File: src/rtl/step_seq_ctrl.sv
// Sequencer tempo/step controller: divides clk into step periods, advances a
// modulo-STEPS step index, supports clamped jumps and emits a per-step gate.
module step_seq_ctrl #(
    parameter int STEPS  = 16,
    parameter int SW     = 4,
    parameter int DIV_W  = 16,
    parameter int GATE_W = 8
) (
    input  logic              clk,
    input  logic              rst_n,
    input  logic              start,
    input  logic              stop,
    input  logic              pause,
    input  logic              jump,
    input  logic [SW-1:0]     jump_step,
    input  logic [DIV_W-1:0]  tick_div,
    input  logic [GATE_W-1:0] gate_len,
    output logic [SW-1:0]     step,
    output logic              step_stb,
    output logic              gate,
    output logic              wrap,
    output logic              running
);

    typedef enum logic [1:0] {
        IDLE,
        RUN,
        PAUSE
    } state_t;

    localparam logic [SW-1:0] LAST_STEP = SW'(STEPS - 1);

    state_t            state_reg;
    logic [SW-1:0]     step_reg;
    logic [DIV_W-1:0]  presc_reg;
    logic [GATE_W-1:0] gcnt_reg;
    logic              step_stb_reg;
    logic              gate_reg;
    logic              wrap_reg;
    logic              running_reg;

    logic [SW-1:0]     jump_tgt;
    logic [SW-1:0]     step_next;
    logic              tick;
    logic              gate_on;
    logic              gate_end;

    always_comb begin
        jump_tgt  = (jump_step > LAST_STEP) ? LAST_STEP : jump_step;
        step_next = (step_reg == LAST_STEP) ? '0 : step_reg + 1'b1;
        // >= so that shrinking tick_div mid-period ticks at once instead of running away
        tick      = (presc_reg >= tick_div);
        gate_on   = (gate_len != '0);
        gate_end  = (gcnt_reg == gate_len - 1'b1);
    end

    always_ff @(posedge clk or negedge rst_n) begin
        if (!rst_n) begin
            state_reg    <= IDLE;
            step_reg     <= '0;
            presc_reg    <= '0;
            gcnt_reg     <= '0;
            step_stb_reg <= 1'b0;
            gate_reg     <= 1'b0;
            wrap_reg     <= 1'b0;
            running_reg  <= 1'b0;
        end else begin
            step_stb_reg <= 1'b0;
            wrap_reg     <= 1'b0;
            if (stop) begin
                state_reg   <= IDLE;
                step_reg    <= '0;
                presc_reg   <= '0;
                gcnt_reg    <= '0;
                gate_reg    <= 1'b0;
                running_reg <= 1'b0;
            end else if (jump) begin
                step_reg  <= jump_tgt;
                presc_reg <= '0;
                if (state_reg == RUN) begin
                    step_stb_reg <= 1'b1;
                    gcnt_reg     <= '0;
                    gate_reg     <= gate_on;
                end
            end else if (pause && state_reg == RUN) begin
                state_reg   <= PAUSE;
                running_reg <= 1'b0;
                gate_reg    <= 1'b0;
                // The cycle ending here was still run time; a tick that is due waits for resume.
                if (!tick) begin
                    presc_reg <= presc_reg + 1'b1;
                end
            end else if (start && state_reg == IDLE) begin
                state_reg    <= RUN;
                running_reg  <= 1'b1;
                step_reg     <= '0;
                presc_reg    <= '0;
                gcnt_reg     <= '0;
                step_stb_reg <= 1'b1;
                gate_reg     <= gate_on;
            end else if (start && state_reg == PAUSE) begin
                state_reg   <= RUN;
                running_reg <= 1'b1;
            end else if (state_reg == RUN) begin
                if (tick) begin
                    presc_reg    <= '0;
                    step_reg     <= step_next;
                    step_stb_reg <= 1'b1;
                    wrap_reg     <= (step_reg == LAST_STEP);
                    gcnt_reg     <= '0;
                    gate_reg     <= gate_on;
                end else begin
                    presc_reg <= presc_reg + 1'b1;
                    if (gate_reg) begin
                        if (gate_end) begin
                            gate_reg <= 1'b0;
                        end else begin
                            gcnt_reg <= gcnt_reg + 1'b1;
                        end
                    end
                end
            end
        end
    end

    assign step     = step_reg;
    assign step_stb = step_stb_reg;
    assign gate     = gate_reg;
    assign wrap     = wrap_reg;
    assign running  = running_reg;

endmodule
File: config.mk
export PLATFORM = sky130hd
export DESIGN_NAME = step_seq_ctrl
export DESIGN_NICKNAME = d
export VERILOG_FILES = /design/src/rtl/step_seq_ctrl.sv
export SDC_FILE = /design/constraint.sdc
export NUM_CORES = 1
export LEC_CHECK = 0
export CAP_MARGIN = 25
export CORE_MARGIN = 2
export CORE_UTILIZATION = 50
export DETAILED_ROUTE_END_ITERATION = 6
export PLACE_DENSITY = 0.81
export SLEW_MARGIN = 5
export SYNTH_ARGS = -nofsm -noshare
export SYNTH_HDL_FRONTEND = slang
export SYNTH_SLANG_ARGS = --single-unit
export TNS_END_PERCENT = 20
File: constraint.sdc
create_clock -name clk -period 4.1 [get_ports clk]
set_clock_uncertainty 0.2 [all_clocks]
set_input_delay 0.82 -clock clk [delete_from_list [all_inputs] [get_ports clk]]
set_output_delay 0.82 -clock clk [all_outputs]
set_load 0.005 [all_outputs]
== Word level (Yosys, flattened, before mapping) ==
Index checks and enable logic that the tools add are counted.
Storage, ports and cells
  register bits: 34
  input bits: 34
  output and inout bits: 8
  logic and storage cells: 104
Cells by class
  add/sub/neg operators: 4
  $lt $le $gt $ge: 2
  equality and inequality tests: 11
  mux-type cells: 62
  reduce and logical (&&, ||, !) cells: 17
Operator list (count)
  two-way mux 16 bit: 8
  two-way mux 8 bit: 10
  two-way mux 4 bit: 9
  two-way mux 1 bit: 30
  adder 16 x 1 -> 16 bit (second input constant): 1
  >= comparator 16 bit: 1
  nonzero test 4 bit: 4
  two-way mux 2 bit: 5
  nonzero test 5 bit: 2
  adder 8 x 1 -> 8 bit (second input constant): 1
  equality test 8 bit: 1
  inequality test 4 bit (second input constant): 2
  nonzero test 8 bit: 1
  subtractor 8 x 1 -> 8 bit (second input constant): 1
  AND reduction 3 bit: 2
  AND reduction 6 bit: 1
  inequality test 5 x 4 -> 1 bit (second input constant): 1
  inequality test 5 bit (second input constant): 1
  adder 4 x 1 -> 4 bit (second input constant): 1
  equality test 4 bit (second input constant): 1
  greater-than comparator 4 bit (second input constant): 1
  AND reduction 4 bit: 1
  logical AND 1 bit: 3
  inequality test 3 x 2 -> 1 bit (second input constant): 1
  7 further kinds: 7

== Longest topological paths before layout ==
  word-level depth: 11
  depth in mapped cells: 9
  mapped depth without buffers: 8

== Worst setup path before layout ==
Ideal clock, no wire load.
  path kind: input to register
  from: input port tick_div[13]
  to: register presc_reg[0]
  setup time: 0.125 ns
  arrival time: 2.726 ns
  data required time: 3.775 ns
  setup slack: 1.049 ns
  stages on the path: 9
  buffers on the path: 1
  cells stage by stage: inv_1 > ha_1 > nand4_1 > or3_1 > o311ai_2 > o31a_1 > buf_6 > nor2_4 > mux2_2
On the way
  longest elaborated chain between the ends: 8
  elaborated cells on any way between the ends: 10
  classes of those cells: order compare: 1; eq/ne: 1; mux: 7; reduce/logical: 1
Ends and longest elaborated chain
  start, declared: line 16  | input logic [DIV_W-1:0] tick_div,
  >= comparator 16 bit *: line 52  | tick = (presc_reg >= tick_div);
  two-way mux 16 bit: line 105  | if (tick) begin
  two-way mux 16 bit: line 104  | end else if (state_reg == RUN) begin
  two-way mux 16 bit: line 101  | end else if (start && state_reg == PAUSE) begin
  two-way mux 16 bit: line 93  | end else if (start && state_reg == IDLE) begin
  two-way mux 16 bit: line 85  | end else if (pause && state_reg == RUN) begin
  two-way mux 16 bit: line 77  | end else if (jump) begin
  two-way mux 16 bit: line 70  | if (stop) begin
  end signal, assigned: line 91  | presc_reg <= presc_reg + 1'b1;
  end signal, assigned: line 113  | presc_reg <= presc_reg + 1'b1;
  end, declared: line 35  | logic [DIV_W-1:0] presc_reg;
Mark *: on every way between the ends. The rest lies on a longest branch, timed or not. The select of a mux whose other input is x is not followed.
A chain may end at the register's enable or synchronous reset.

== Worst setup path in the final report ==
Ends and elaborated chain as after synthesis.

==> results <==
- The run finished with clean final reports.
- The highest clock frequency the design can meet is 279 MHz.
- By area the synthesized netlist is led by sky130_fd_sc_hd__dfrtp_1 31%, sky130_fd_sc_hd__ha_1 9.8%, sky130_fd_sc_hd__a21oi_1 4.7%.
- Setup repair after global routing left no endpoint under its margin.
- The clock insertion delay at the later pin of the skew report is 0.29 ns.
- The share of synthesized registers carrying an async set or reset is 100%.
- Buffers inserted to repair hold after CTS numbered 0.
- The register with the most flip-flops in the layout has 16 of them.
- The number of distinct standard cells referenced by the synthesized netlist is 61.
- The cell count after synthesis is 310.
- The overall routed net length is 6.23 mm.
- The endpoint identified for the worst register-to-register timing path is presc_reg[0]$_DFFE_PN0P_.
- The kind of path behind the tightest hold check is register to register.
- Compared with the post-synthesis result, the final layout area differs by 22.0%.
- The flip-flop cell with the highest count after synthesis is sky130_fd_sc_hd__dfrtp_1.
- The number of flip-flops and latches in the synthesized netlist is 33.
- For this run the aggregate overflow at the end of global routing stands at 0.
- The static leakage is 0.00144 uW.
- The count of antenna diodes in the layout is 0.
- The depth of the worst register-to-register path is 7.
- The CTS tree is done.
- The area share of the largest cell type after synthesis is 30.9%.
- After the last flow step, the layout net total stands at 408.
- The met3 layer usage reported by global route is 4.71%.
- Buffers added to address setup during post-CTS repair amount to 0.
- The slack of the worst reg-to-reg path is 1.07 ns.
- The average vias per placed instance is 6.04.
- The root buffer cell chosen for the clock tree is sky130_fd_sc_hd__clkbuf_8.
- The number of flops mapped to enable cells by yosys is 0.
- The clock edge transition at the registers on the reported setup and hold paths is 0.07 ns.
- Once detailed placement completed, the half-perimeter wirelength came to 4.76 mm.
- In this run the worst path has a maximum fanout of 14.
- The share of final-layout standard cells stronger than drive strength 1 is 6.78%.
- After detailed placement, the total cell area comes to 3140 sq um.
- The final worst-path setup slack is 0.519 ns.
- The number of detailed-routing iterations run before antenna repair is 4.
- OpenSTA, run right after detailed placement, puts the worst setup slack at 0.213 ns.
- TritonCTS created 5 clock buffers.
- The completed layout was analyzed and its total power is 827 uW.
- The final setup TNS is 0 ns.
- The biggest area contributor in the post-synthesis netlist is sky130_fd_sc_hd__dfrtp_1.
- The full die area is 5940 sq um.
- At the worst endpoint, the arrival time is 3.55 ns.
- The sequential cell area fraction in the yosys report is 30.9%.
- The final route contains 2563 vias.
- The number of instances on the worst hold path is 1.
- The busiest layer in global routing is met2.
- In the global route stage, overall resource usage came out at 22.5%.
- Global routing used 37.3% of the available met2 tracks.
- The first global-routing pass estimated 11.0 mm of wire.
- Counting along the longest clock path gives a buffer depth of 2.
- The average wire per cell in the routed design is 14.7 microns.
- Yosys printed 0 warnings.
- The required time at the worst-slack endpoint is 4.07 ns.
- In this run the vertical extent of the chip is 77.1 microns.
- IR analysis of the VDD net gives a maximum drop of 0.169 mV.
- The number of max-cap violations is 0.
- The count of nets left with antenna violations once routing finished came out at 0.
- The global routing met1 resource utilization is 30.3%.
- The startpoint of the most critical register-to-register path is presc_reg[7]$_DFFE_PN0P_.
- The number of clock sinks is 33.
- The end point of the worst hold path is presc_reg[15]$_DFFE_PN0P_.
- The total nets after synthesis is 365.
- Setup violations remaining at the end of the flow were counted as 0.
- The critical path launch point type is a primary input.
- The time the worst path needs with I/O delays and setup is 3.58 ns.
- The number of antenna violations at the first check in global routing is 0.
- The pin count of the biggest net entering global routing is 34.
- The routability congestion estimate is 0.877.
- The total area inside the core boundary comes to 5140 sq um.
- The final worst-path cycle share is 87.3%.
- STA classifies the critical path endpoint as a register.
- The count of boundary I/O pins is 42.
- Dividing total power by cell area gives a power density of 254 nW/um^2.
- The number of buffers added on ports is 41.
- At the pin with the least slew margin, the transition time is 0.860 ns.
- The worst min-delay path startpoint is presc_reg[15]$_DFFE_PN0P_.
- The DRC violation count after routing is 0.
- The final standard cell area without fillers is 3260 sq um.
- The final cell utilization of the core is 63.4%.
- Summing every instance area after synthesis gives 2670 sq um.
- Measured against its own limit, the worst slew margin works out to 42.7%.
- The initial utilization of the core area, before any placement, comes to 52.0%.
- The critical path is of the primary input to register type.
- In this run the core area contains 26 standard-cell rows.
- The final number of max-transition violations is 0.
- The number of hold-slack violations in the final timing report came to 0.
- The width of the die is 77.1 microns.
- The via count of the first global-routing pass is 2457.
- The number of gates resized after CTS was 0.
- The H-tree was split into 2 levels.
- A synthesized cell averages 8.62 sq um.
- The number of violations reported at the end of detailed-routing iteration 0 is 117.
-- synth_stat cells (all sizes together) (10+ instances only) --
library cell and count:
a21oi 25, ha 21, a22o 10, o21ai 20, nor2b 10, nor3 10
dfrtp 33, inv 29, nor2 18, nand2 17, nand3 17
-- area by class of cell --
cell class                 count  area [sq um]
clock buffer                   7          86.3
clock inverter                 1          30.0
fill                         458          1880
inverter                      29           109
multi-input combinational    240          1690
sequential                    33           826
tap                           70          87.6
timing repair buffer          44           433
-- worst max-delay path, cell delays in order --
cell,delay (ns)
sky130_fd_sc_hd__clkdlybuf4s50_1,0.45
sky130_fd_sc_hd__inv_1,0.04
sky130_fd_sc_hd__ha_1,0.30
sky130_fd_sc_hd__nand4_1,0.11
sky130_fd_sc_hd__or3_1,0.43
sky130_fd_sc_hd__o311ai_2,0.44
sky130_fd_sc_hd__o31a_1,0.52
sky130_fd_sc_hd__nor2_4,0.14
sky130_fd_sc_hd__mux2_2,0.29
-- worst max path at each step --
| stage | from | endpoint | slack, ns | cells after the start |
|---|---|---|---|---|
| CTS | tick_div[11] | presc_reg[0]$_DFFE_PN0P_ | 0.52 | 9 |
| finish | tick_div[13] | presc_reg[0]$_DFFE_PN0P_ | 0.52 | 9 |
| global placement | tick_div[13] | presc_reg[0]$_DFFE_PN0P_ | 0.33 | 9 |
| floorplan | tick_div[13] | presc_reg[0]$_DFFE_PN0P_ | 1.05 | 9 |
| detailed placement | tick_div[11] | presc_reg[0]$_DFFE_PN0P_ | 0.21 | 9 |
| global route | tick_div[11] | presc_reg[0]$_DFFE_PN0P_ | 0.35 | 9 |
-- placed cells by master (no fill, tap or decap), types with 7 or more instances in the layout --
cell and n:
sky130_fd_sc_hd__nor3_1 10, sky130_fd_sc_hd__clkdlybuf4s50_1 41, sky130_fd_sc_hd__nand4_1 8, sky130_fd_sc_hd__a21oi_1 25
sky130_fd_sc_hd__nand3_1 17, sky130_fd_sc_hd__a22o_1 10, sky130_fd_sc_hd__nor2_1 17, sky130_fd_sc_hd__nand2_1 17
sky130_fd_sc_hd__inv_1 29, sky130_fd_sc_hd__nor2b_1 10, sky130_fd_sc_hd__o21ai_0 13, sky130_fd_sc_hd__dfrtp_1 33
sky130_fd_sc_hd__and3_1 8, sky130_fd_sc_hd__or3_1 7, sky130_fd_sc_hd__ha_1 21, sky130_fd_sc_hd__o21ai_1 7
-- report_power, final --
part / switching, uW / internal (uW) / total [uW]
Clock: 119 / 198 / 317
Combinational: 77.8 / 82.7 / 160
Sequential: 14.4 / 335 / 349
Total: 211 / 615 / 827
-- layer usage --
| metal | up-vias | part of all wire, % |
|---|---|---|
| met5 | - | 0 |
| met4 | 0 | 0.56 |
| met3 | 5 | 7.2 |
| met2 | 96 | 46 |
| met1 | 1217 | 46 |
| li1 | 1245 | - |
-- stage by stage --
step / instances / hold slack, ns
6_report: 424 / 0.365
3_3_place_gp: 416 / 0.345
2_1_floorplan: 310 / 0.301
5_1_grt: 424 / 0.393
4_1_cts: 424 / 0.370
3_5_place_dp: 416 / 0.353
-- cells by family after synthesis --
family                     synth area share (%)
adders and majority gates                  9.84
buffers and inverters                      5.95
AOI/OAI and AO/OA                          24.9
DFF                                        30.9
muxes                                      1.22
xor gates and xnor gates                   2.95
and+or+nand+nor                            24.3
Power figures use the tool's default switching activity.
